--- config.mk ---
export PLATFORM = sky130hd
export DESIGN_NAME = mux16_rr_arbiter
export DESIGN_NICKNAME = d
export VERILOG_FILES = /design/src/rtl/mux_arb_pkg.sv /design/src/rtl/rr_pick16.sv /design/src/rtl/mux16_rr_arbiter.sv
export SDC_FILE = /design/constraint.sdc
export NUM_CORES = 1
export LEC_CHECK = 0
export ABC_AREA = 1
export CORE_ASPECT_RATIO = 1.75
export CORE_MARGIN = 4
export CORE_UTILIZATION = 41
export DETAILED_ROUTE_END_ITERATION = 16
export PLACE_DENSITY = 0.72
export SYNTH_ARGS = -nofsm -noshare
export SYNTH_HDL_FRONTEND = slang
export SYNTH_SLANG_ARGS = --single-unit
--- constraint.sdc ---
create_clock -name clk -period 4.3 [get_ports clk]
set_input_delay 0.43 -clock clk [delete_from_list [all_inputs] [get_ports clk]]
set_output_delay 0.43 -clock clk [all_outputs]
set_load 0.02 [all_outputs]
--- src/rtl/mux_arb_pkg.sv ---
// mux_arb_pkg: shared sizes, FSM states and index-to-one-hot helper for the 16:1 arbiter
package mux_arb_pkg;
    localparam int NREQ = 16;
    localparam int SEL_W = 4;
    typedef enum logic {IDLE, GRANT} state_e;
    function automatic logic [NREQ-1:0] onehot(input logic [SEL_W-1:0] idx);
        onehot = '0;
        onehot[idx] = 1'b1;
    endfunction
endpackage

--- src/rtl/rr_pick16.sv ---
// rr_pick16: first set bit of req & mask, searching circularly from ptr
module rr_pick16
    import mux_arb_pkg::*;
(
    input  logic [NREQ-1:0]  req,
    input  logic [NREQ-1:0]  mask,
    input  logic [SEL_W-1:0] ptr,
    output logic [SEL_W-1:0] idx,
    output logic             found
);
    logic [NREQ-1:0] m;
    logic [SEL_W-1:0] j;
    assign m = req & mask;
    // walk offsets from far to near so the nearest hit to ptr wins
    always_comb begin
        idx = '0;
        found = 1'b0;
        j = '0;
        for (int k = NREQ - 1; k >= 0; k--) begin
            j = ptr + SEL_W'(k);
            if (m[j]) begin
                idx = j;
                found = 1'b1;
            end
        end
    end
endmodule

--- src/rtl/mux16_rr_arbiter.sv ---
// mux16_rr_arbiter: round-robin owner of a shared 16:1 select path with a per-grant beat limit
module mux16_rr_arbiter
    import mux_arb_pkg::*;
#(
    parameter int MAX_HOLD = 4
) (
    input  logic             clk,
    input  logic             rst_n,
    input  logic [NREQ-1:0]  req,
    input  logic [NREQ-1:0]  a,
    output logic [NREQ-1:0]  gnt,
    output logic [SEL_W-1:0] sel,
    output logic             busy,
    output logic             y,
    output logic             y_vld
);
    localparam int HW = (MAX_HOLD == 0) ? 1 : $clog2(MAX_HOLD + 1);
    state_e state_q;
    logic [NREQ-1:0] gnt_q, pick_mask;
    logic [SEL_W-1:0] sel_q, ptr_q, nxt_ptr, pick_ptr, pick_idx;
    logic [HW-1:0] hold_q, hold_d;
    logic y_q, vld_q, beat, at_limit, pick_found;
    assign nxt_ptr = sel_q + 1'b1;
    assign beat = (state_q == GRANT) && req[sel_q];
    assign hold_d = hold_q + 1'b1;
    assign at_limit = (MAX_HOLD != 0) && (hold_d == HW'(MAX_HOLD));
    // while granted, the search always excludes the grantee and starts just past it
    assign pick_ptr = (state_q == IDLE) ? ptr_q : nxt_ptr;
    assign pick_mask = (state_q == IDLE) ? '1 : ~onehot(sel_q);
    rr_pick16 u_pick (
        .req   (req),
        .mask  (pick_mask),
        .ptr   (pick_ptr),
        .idx   (pick_idx),
        .found (pick_found)
    );
    always_ff @(posedge clk or negedge rst_n) begin
        if (!rst_n) begin
            state_q <= IDLE;
            gnt_q <= '0;
            sel_q <= '0;
            ptr_q <= '0;
            hold_q <= '0;
            y_q <= 1'b0;
            vld_q <= 1'b0;
        end else begin
            vld_q <= beat;
            if (beat) y_q <= a[sel_q];
            if (state_q == IDLE) begin
                if (pick_found) begin
                    state_q <= GRANT;
                    sel_q <= pick_idx;
                    gnt_q <= onehot(pick_idx);
                    hold_q <= '0;
                end
            end else if (!beat) begin
                ptr_q <= nxt_ptr;
                hold_q <= '0;
                if (pick_found) begin
                    sel_q <= pick_idx;
                    gnt_q <= onehot(pick_idx);
                end else begin
                    state_q <= IDLE;
                    gnt_q <= '0;
                end
            end else if (at_limit) begin
                hold_q <= '0;
                if (pick_found) begin
                    ptr_q <= nxt_ptr;
                    sel_q <= pick_idx;
                    gnt_q <= onehot(pick_idx);
                end
            end else begin
                hold_q <= hold_d;
            end
        end
    end
    assign gnt = gnt_q;
    assign sel = sel_q;
    assign busy = (state_q == GRANT);
    assign y = y_q;
    assign y_vld = vld_q;
endmodule

# Word level (Yosys, flattened, before mapping)
# Index checks and enable logic that the tools add are counted.
# totals
out_inout_bits	23
word_cells	148
input_bits	34
register_bits	30
# classes
n_bitwise	2
n_mux	93
n_reduce_logical	5
addsub	17
n_eq_ne	4
n_lt_le_gt_ge	20
# ops
operator	n
two-way mux 16 bit	6
two-way mux 4 bit	24
< comparator 4 x 5 -> 1 bit (second input constant)	18
binary-select mux 1 bit (select 4 bit)	18
two-way mux 1 bit	39
adder 4 bit (second input constant)	8
adder 4 x 3 -> 4 bit (second input constant)	4
AND 16 bit	1
inverter 16 bit	1
two-way mux 3 bit	4
adder 4 x 1 -> 4 bit (second input constant)	2
adder 4 x 2 -> 4 bit (second input constant)	2
demux 1 bit (select 4 bit)	2
greater-or-equal comparator 4 x 1 -> 1 bit (second input constant)	2
inequality test 2 x 1 -> 1 bit (second input constant)	2
adder 3 x 1 -> 3 bit (second input constant)	1
equality test 3 bit (second input constant)	1
logical AND 1 bit	3
inequality test 3 x 2 -> 1 bit (second input constant)	1
AND reduction 3 bit	1
nonzero test 2 bit	1

# Longest topological paths before layout
# Gate-level depths: netlist of run 1.
# depth
word_depth	33
depth_mapped	35
depth_no_buf	33

# By module
# A second synthesis of run 1 with hierarchy kept.
# hier_totals
hier_cells	754
area_unflattened_um2	4006.3
# modules_own_cells
mod	area_per_inst_um2	instances	seq_area_each_um2	cells_each
mux16_rr_arbiter	2212.1	1	750.7	371
rr_pick16	1794.2	1	0.0	383

# Least setup slack after synthesis of run 1
# OpenSTA, ideal clock, no wires.
# synth_path
kind	reg-to-reg
start	register sel_q[1] (netlist: sel[1])
end	register gnt_q[10] (netlist: gnt[10])
setup_ps	65
path_buffers	3
slack_ps	552
stages_incl_launch_ff	25
required_time_ps	4235
arrival_ps	3683
period_less_slack_ps	3748
cell_sequence	dfrtp_1 buf_2 clkinv_1 ha_1 nand2_1 o21ai_4 inv_4 buf_6 ha_1 inv_1 nand3_1 nand3_1 nand2_1 nand2_1 nand2_1 nor2_1 nand3_1 nor4_2 nand3_2 nand2_4 nand2_4 o21ai_4 buf_6 nand2_1 nand2_1
# synth_via
elab_cells_between_ends	103
classes_between	add/sub: 16; order compare: 4; eq/ne: 1; mux: 77; bitwise: 2; reduce/logical: 3
# synth_rtl
item	line	source
start, declared	mux16_rr_arbiter.sv:20	logic [SEL_W-1:0] sel_q, ptr_q, nxt_ptr, pick_ptr, pick_idx;
start signal, assigned	mux16_rr_arbiter.sv:52	sel_q <= pick_idx;
start signal, assigned	mux16_rr_arbiter.sv:60	sel_q <= pick_idx;
start signal, assigned	mux16_rr_arbiter.sv:70	sel_q <= pick_idx;
adder 4 x 1 -> 4 bit *	mux16_rr_arbiter.sv:23	assign nxt_ptr = sel_q + 1'b1;
named net nxt_ptr[1]	mux16_rr_arbiter.sv:20	
two-way mux 4 bit *	mux16_rr_arbiter.sv:28	assign pick_ptr = (state_q == IDLE) ? ptr_q : nxt_ptr;
adder 4 bit	rr_pick16.sv:20	j = ptr + SEL_W'(k);
binary-select mux 1 bit (select 4 bit)	rr_pick16.sv:21	if (m[j]) begin
two-way mux 1 bit (not written as such)	rr_pick16.sv:21	
two-way mux 4 bit (16 in series)	rr_pick16.sv:21	
< comparator 4 x 5 -> 1 bit (not written as such) / greater-or-equal comparator 4 x 1 -> 1 bit (equally long branches)	mux_arb_pkg.sv:8	onehot[idx] = 1'b1;
logical AND 1 bit (not written as such)	mux_arb_pkg.sv:8	
two-way mux 1 bit (not written as such)	mux_arb_pkg.sv:8	
demux 1 bit (select 4 bit)	mux_arb_pkg.sv:8	
two-way mux 16 bit	mux16_rr_arbiter.sv:50, mux16_rr_arbiter.sv:68	
two-way mux 16 bit	mux16_rr_arbiter.sv:66	end else if (at_limit) begin
two-way mux 16 bit	mux16_rr_arbiter.sv:56	end else if (!beat) begin
two-way mux 16 bit *	mux16_rr_arbiter.sv:49	if (state_q == IDLE) begin
end signal, assigned	mux16_rr_arbiter.sv:53	gnt_q <= onehot(pick_idx);
end signal, assigned	mux16_rr_arbiter.sv:61	gnt_q <= onehot(pick_idx);
end signal, assigned	mux16_rr_arbiter.sv:71	gnt_q <= onehot(pick_idx);
end, declared	mux16_rr_arbiter.sv:19	logic [NREQ-1:0] gnt_q, pick_mask;
# Mark *: on every way through the listed nets, which the timed path passes. The rest lies on a longest branch. The select of a mux whose other input is x is not followed.
# A chain may end at the register's enable or synchronous reset.

# Worst setup path in the final report of run 1
# layout_path
start	register state_q (netlist: busy)
end	register gnt_q[15] (netlist: gnt[15])
# layout_via
elab_chain_cells	28
elab_cells_between_ends	94
classes_between	add/sub: 15; order compare: 2; eq/ne: 1; mux: 73; bitwise: 1; reduce/logical: 2
# layout_rtl
item	line	source
start, declared	mux16_rr_arbiter.sv:18	state_e state_q;
start signal, assigned	mux16_rr_arbiter.sv:39	state_q <= IDLE;
start signal, assigned	mux16_rr_arbiter.sv:51	state_q <= GRANT;
start signal, assigned	mux16_rr_arbiter.sv:63	state_q <= IDLE;
two-way mux 4 bit / two-way mux 16 bit (equally long branches)	mux16_rr_arbiter.sv:28, mux16_rr_arbiter.sv:29	
adder 4 bit / AND 16 bit (equally long branches)	rr_pick16.sv:20, rr_pick16.sv:13	
binary-select mux 1 bit (select 4 bit)	rr_pick16.sv:21	
two-way mux 1 bit (not written as such)	rr_pick16.sv:21	
two-way mux 4 bit (16 in series)	rr_pick16.sv:21	
< comparator 4 x 5 -> 1 bit (not written as such) / greater-or-equal comparator 4 x 1 -> 1 bit (equally long branches)	mux_arb_pkg.sv:8	
logical AND 1 bit (not written as such)	mux_arb_pkg.sv:8	
two-way mux 1 bit (not written as such)	mux_arb_pkg.sv:8	
demux 1 bit (select 4 bit)	mux_arb_pkg.sv:8	
two-way mux 16 bit	mux16_rr_arbiter.sv:50, mux16_rr_arbiter.sv:68	
two-way mux 16 bit	mux16_rr_arbiter.sv:66	
two-way mux 16 bit	mux16_rr_arbiter.sv:56	
two-way mux 16 bit	mux16_rr_arbiter.sv:49	
# Several ways; a longest one is shown, not always the timed one. The select of a mux whose other input is x is not followed.

==> results.md, run 1 <==
- Worst-margin pin slew: 598 ps
- Synth Area per Inst: 5.85 um^2
- Hold Crit Start: gnt[5]
- Starting Density: 42.4%
- Synth top area share: 25.8%
- Main combinational cell family by area after synthesis: simple AND/OR/NAND/NOR gates
- Critical path class: reg -> reg
- DR iter-0 viols: 225
- Synth Area in Simple Gates: 51.5%
- Area leader, netlist: nand2_1
- IO Port Bufs: 56
- Crit start category: register
- Min Hold Slack: 482 ps
- H-tree levels: 2
- Nets: 735
- Num Clock Sinks: 30
- Die Area: 10700 um^2
- Commonest cells in the netlist: 256 x nand2_1, 105 x nand3_1, 35 x a21oi_1, 35 x inv_1, 30 x dfrtp_1
- I/O Pins: 57
- Buf/Inv on CP: 4
- Largest net degree at the start of global routing: 31
- Synth Net Count: 680
- Setup bufs post-CTS: 0
- Hold Path Sink: gnt[5]
- Mux contribution to synthesized area: 0%
- Fin crit period: 3780 ps
- Most frequent cell after synthesis: nand2_1
- Hold_buf cts: 0
- Worst r2r path cells: 27
- Worst-Skew Late Latency: 280 ps
- Synthesized flop and latch total: 30
- Fmax: 0.264 GHz
- Pre-Repair DR Iteration Count: 5
- Core ar.: 8780 um^2
- Clock transition at path regs: 50 ps
- TritonCTS clock tree: done
- Adder-cell share of the synthesized area: 3.02%
- Vias in the first global route: 4350
- Register area share after synthesis: 20.2%
- Num rows: 45
- R2R setup slack: 520 ps
- EDFF count, synth: 0
- Unrepaired setup endpoints after global routing: no
- Vias/cell: 5.46
- Die Y: 134 um
- Remaining antenna violation count after routing: 0
- Synth area leaders: nand2_1 26%, dfrtp_1 20%, nand3_1 14%
- Ys async rst share: 100%
- YS warnings: 0
- Slew Limit Headroom: 59.7%
- CP max stage delay: 660 ps
- Fin. max-slew vios: 0
- Tcrit/Tclk final: 87.9%
- Xor and xnor area share after synthesis: 1.34%
- Critical path arrival: 3990 ps
- Clk_skew: 6.86 ps
- Compound-gate portion of the synthesized area: 14.1%
- Critical R2R Capture: gnt[15]
- Die W: 80.0 um
- GR Overflow Total: 0
- Cell variety after synth: 42
- Crit-path most repeated cell: nand2_1
- Syn Inst Count: 637
- Mapped cell area: 3720 um^2
- CP Capture Type: register
- TNS Setup: 0 ps
- CTS buffer count: 5
- Initial antenna violation count: 0
- Worst path slowest cell: dfrtp_1
- Antenna Diode Count: 0
- Layout cell share with drive strength beyond 1: 13.0%
- Area Growth Syn to Fin: 20.9%
- RD Place Congestion: 1.05
- Max-Cap Viols: 0
- Worst reg2reg startpoint: busy
- Status: finished, final reports clean
- Critical Path RT: 4510 ps
- Final hold vios: 0
- Resized cells post-CTS: 0
- Crit path max fanout: 12
- WL per Instance: 16.2 um
- Vias: 4422
- Detailed Place HPWL: 10.8 mm
- Root Buffer: clkbuf_16
- Most used DFF post-synth: dfrtp_1
- Detailed-route DRC error count: 0
- Final setup vio count: 0
- CTS max path bufs: 2
- Hold depth: 2
- Tightest Hold Check Type: reg -> reg
- CP top delay family: simple AND/OR/NAND/NOR gates
- Routed WL: 13.2 mm
- First-pass GRT wire length: 21.3 mm
- All-layer global routing usage: 25.2%
-- cells in the final DEF (no fill, tap or decap), types with 2 or more instances in the layout --
cell type / instances
a21oi_1: 35
a21oi_2: 4
a31oi_1: 3
buf_4: 11
clkbuf_16: 5
clkdlybuf4s50_1: 56
dfrtp_1: 30
ha_1: 9
inv_1: 35
inv_2: 16
inv_4: 2
nand2_1: 256
nand2_2: 24
nand2_4: 2
nand3_1: 105
nand3_2: 5
nand4_1: 2
nor2_1: 25
nor2_2: 9
o21ai_0: 26
o21ai_2: 2
o21ai_4: 2
o22ai_1: 8
xor2_2: 2
-- stage by stage --
step	cell area, um^2	std cells	utilization, %	setup WS (ps)
6_report	4500	810	51.2	518
5_1_grt	4500	810	51.2	173
4_1_cts	4500	810	51.2	524
3_5_place_dp	4350	802	49.6	549
3_3_place_gp	4350	802	49.6	569
2_1_floorplan	3720	637	-	552
-- worst reg2reg max path: stages (launching register included) --
cell     delay (ps)
dfrtp_1         660
buf_4           270
inv_2            70
nand2_1         140
nand2_2         210
nand2_1         130
nand2_2         140
inv_1           240
a21oi_1          60
a31oi_1         310
nand2_1         150
nand2_2         160
inv_2            50
nand2_1          80
nand3_1          70
nand2_1          60
nand2_1          50
nand2_1          50
nand2_1          40
nand2_1          60
nand2_1          50
nand2_1          60
nand2_1          80
nand2_1          80
o21ai_2          90
nor2_2          210
nand2_1          80
nand2_1          70
-- worst max path at each step --
| stage | slack, ps | endpoint | from | cells after the start |
|---|---|---|---|---|
| 2_1_floorplan | 550 | gnt[10] | sel[1] | 24 |
| 3_3_place_gp | 570 | gnt[15] | busy | 29 |
| 3_5_place_dp | 550 | gnt[15] | busy | 27 |
| 4_1_cts | 520 | gnt[15] | busy | 27 |
| 5_1_grt | 170 | ptr_q[3] | busy | 20 |
| 6_report | 520 | gnt[15] | busy | 27 |
-- metal layers --
metal	share of wire (%)	vias up	global-route usage, %
li1	-	2194	-
met1	38	2039	27.4
met2	54	145	46.4
met3	3.1	44	2.02
met4	5.1	0	14.0
met5	0	-	0
-- kinds of logic (layout without fill, tap and decap cells) --
kind of cell	count (synthesis)	after routing
AOI/OAI and AO/OA	88	88
xor gates and xnor gates	4	4
adders and majority gates	9	9
buffers and inverters	73	129
DFF	30	30
and+or+nand+nor	433	433
-- layout make-up --
class	count	area, um^2
well taps	117	146
clock inverters	1	5.00
flip-flops and latches	30	751
repair buffers	67	643
clock buffers	7	143
fillers	947	4280
inverters	54	208
multi-input cells	534	2610
-- flip-flops by register name, summed over array words and instances, names as in the netlist --
register and flops:
ptr_q 4, gnt 16, y_vld 1, busy 1, sel 4, hold_q 3
y 1
Power of run 1 is not shown: default switching activity piles up to over one toggle a cycle in this logic, so the estimate is an artifact.
==> run 2, diff against run 1 <==
GPL_ROUTABILITY_DRIVEN = 0   (was not set)
==> results.md, run 2 (same netlist as run 1, synthesis figures left out) <==
- Status: finished, final reports clean
- Die W: 80.0 um (unchanged)
- Commonest cells after routing, fill and taps aside: 256 x nand2_1, 105 x nand3_1, 56 x clkdlybuf4s50_1, 35 x inv_1, 35 x a21oi_1
- Worst-Skew Late Latency: 270 ps (about the same)
- Fin. max-slew vios: 0 (unchanged)
- Max-Cap Viols: 0 (unchanged)
- Hold Path Sink: gnt[14]
- Detailed Place HPWL: 9.96 mm (-7.8%)
- Crit path max fanout: 19 (+7)
- Fmax: 0.254 GHz (-3.9%)
- R2R setup slack: 360 ps (-150 ps)
- Worst-margin pin slew: 595 ps (-2.36 ps)
- Vias: 4527 (+2.4%)
- Unrepaired setup endpoints after global routing: no
- Final hold vios: 0 (unchanged)
- Critical path arrival: 4150 ps (+160 ps)
- Detailed-route DRC error count: 0 (unchanged)
- Commonest non-fill, non-tap cell in the layout: nand2_1
- Vias in the first global route: 4496 (+3.4%)
- Critical Path RT: 4510 ps (about the same)
- Critical path class: reg -> reg
- Worst reg2reg startpoint: sel[0]
- Setup bufs post-CTS: 0 (unchanged)
- Layout cell share with drive strength beyond 1: 12.9% (-0.11 points)
- Largest register FFs: 16 (unchanged)
- Clock transition at path regs: 50 ps (about the same)
- Final setup vio count: 0 (unchanged)
- CTS buffer count: 5 (unchanged)
- WL per Instance: 15.7 um (-3.2%)
- CP Capture Type: register
- TNS Setup: 0 ps (unchanged)
- Design area: 4480 um^2 (-0.44%)
- Num Clock Sinks: 30 (unchanged)
- Die Area: 10700 um^2 (unchanged)
- Root Buffer: clkbuf_16
- Starting Density: 42.4% (unchanged)
- Antenna Diode Count: 0 (unchanged)
- Crit start category: register
- Num rows: 45 (unchanged)
- Largest net degree at the start of global routing: 31 (unchanged)
- Tightest Hold Check Type: reg -> reg
- Critical R2R Capture: gnt[9]
- DR iter-0 viols: 396 (+76%)
- Hold Crit Start: gnt[14]
- Vias/cell: 5.60 (+2.6%)
- IO Port Bufs: 56 (unchanged)
- GR Overflow Total: 0 (unchanged)
- Multi-input gate area: 2610 um^2 (unchanged)
- Clk_skew: 3.23 ps (-3.64 ps)
- Resized cells post-CTS: 0 (unchanged)
- FF+latch area: 751 um^2 (unchanged)
- Hold_buf cts: 0 (unchanged)
- Nets: 734 (-0.14%)
- All-layer global routing usage: 24.2% (-0.96 points)
- Area Growth Syn to Fin: 20.3%
- Routed WL: 12.7 mm (-3.4%)
- Pre-Repair DR Iteration Count: 8 (+3)
- Fin crit period: 3940 ps (+154 ps)
- H-tree levels: 2 (unchanged)
- Remaining antenna violation count after routing: 0 (unchanged)
- Hold depth: 2 (unchanged)
- Core ar.: 8780 um^2 (unchanged)
- Placed inst area: 4350 um^2 (-0.17%)
- Slew Limit Headroom: 59.9% (+0.16 points)
- FILL cells: 921 (-2.7%)
- Worst r2r path cells: 27 (unchanged)
- CTS max path bufs: 2 (unchanged)
- TritonCTS clock tree: done
- I/O Pins: 57 (unchanged)
- Initial antenna violation count: 0 (unchanged)
- Tcrit/Tclk final: 91.5% (+3.6 points)
- Die Y: 134 um (unchanged)
- First-pass GRT wire length: 20.9 mm (-1.8%)
## run 2: cell types whose count changed in the layout (fill, tap and decap cells not counted)
cell	delta
clkinv_2	+1
buf_4	-1
clkbuf_8	-1
clkbuf_1	-1
## run 2: per-stage QoR
step / hold slack [ps] / setup slack (ps) / cells / util (%)
finish: 483 / 364 / 808 / 51.0
global route: 500 / 44.0 / 808 / 51.0
CTS: 483 / 484 / 808 / 51.0
detailed placement: 464 / 522 / 801 / 49.5
global placement: 466 / 557 / 801 / 49.5
floorplan: 134 / 552 / 637 / -
## run 2: worst max path at each step
stage,from,end,slack (ps),cells after the start
global placement,sel[0],gnt[15],560,29
floorplan,sel[1],gnt[10],550,24
detailed placement,sel[0],gnt[7],520,29
finish,sel[0],gnt[9],360,27
CTS,sel[0],gnt[7],480,29
global route,busy,gnt[9],40,27
## run 2: critical path: stages, from the launching register on
cell	delay, ps
dfrtp_1	380
inv_2	230
ha_1	300
nand2_1	110
o21ai_4	120
ha_1	480
inv_1	150
nand3_1	130
a21oi_1	70
a31oi_1	360
nand2_1	150
nand2_2	180
inv_2	50
nand2_1	80
nand3_1	60
nand2_1	60
nand2_1	50
nand2_1	50
nand2_1	50
nand2_1	60
nand2_1	50
nand2_1	60
nand2_1	80
nand2_1	80
o21ai_2	90
nor2_2	220
nand2_1	90
nand2_1	70
## run 2: cell type report
class / instances / share of cell area (%)
Clock buffer: 5 / 2.79
Clock inverter: 2 / 0.223
Inverter: 54 / 4.64
Multi-Input combinational cell: 534 / 58.1
Sequential cell: 30 / 16.8
Tap cell: 117 / 3.27
Timing Repair Buffer: 66 / 14.2
## run 2: routing by layer
layer	vias up	wire length, um	GRT usage (%)
met5	-	0	0
met4	0	762	14.7
met3	61	617	2.49
met2	205	6780	45.2
met1	2075	4550	25.0
li1	2186	-	-
Power of run 2 is left out for the same reason.
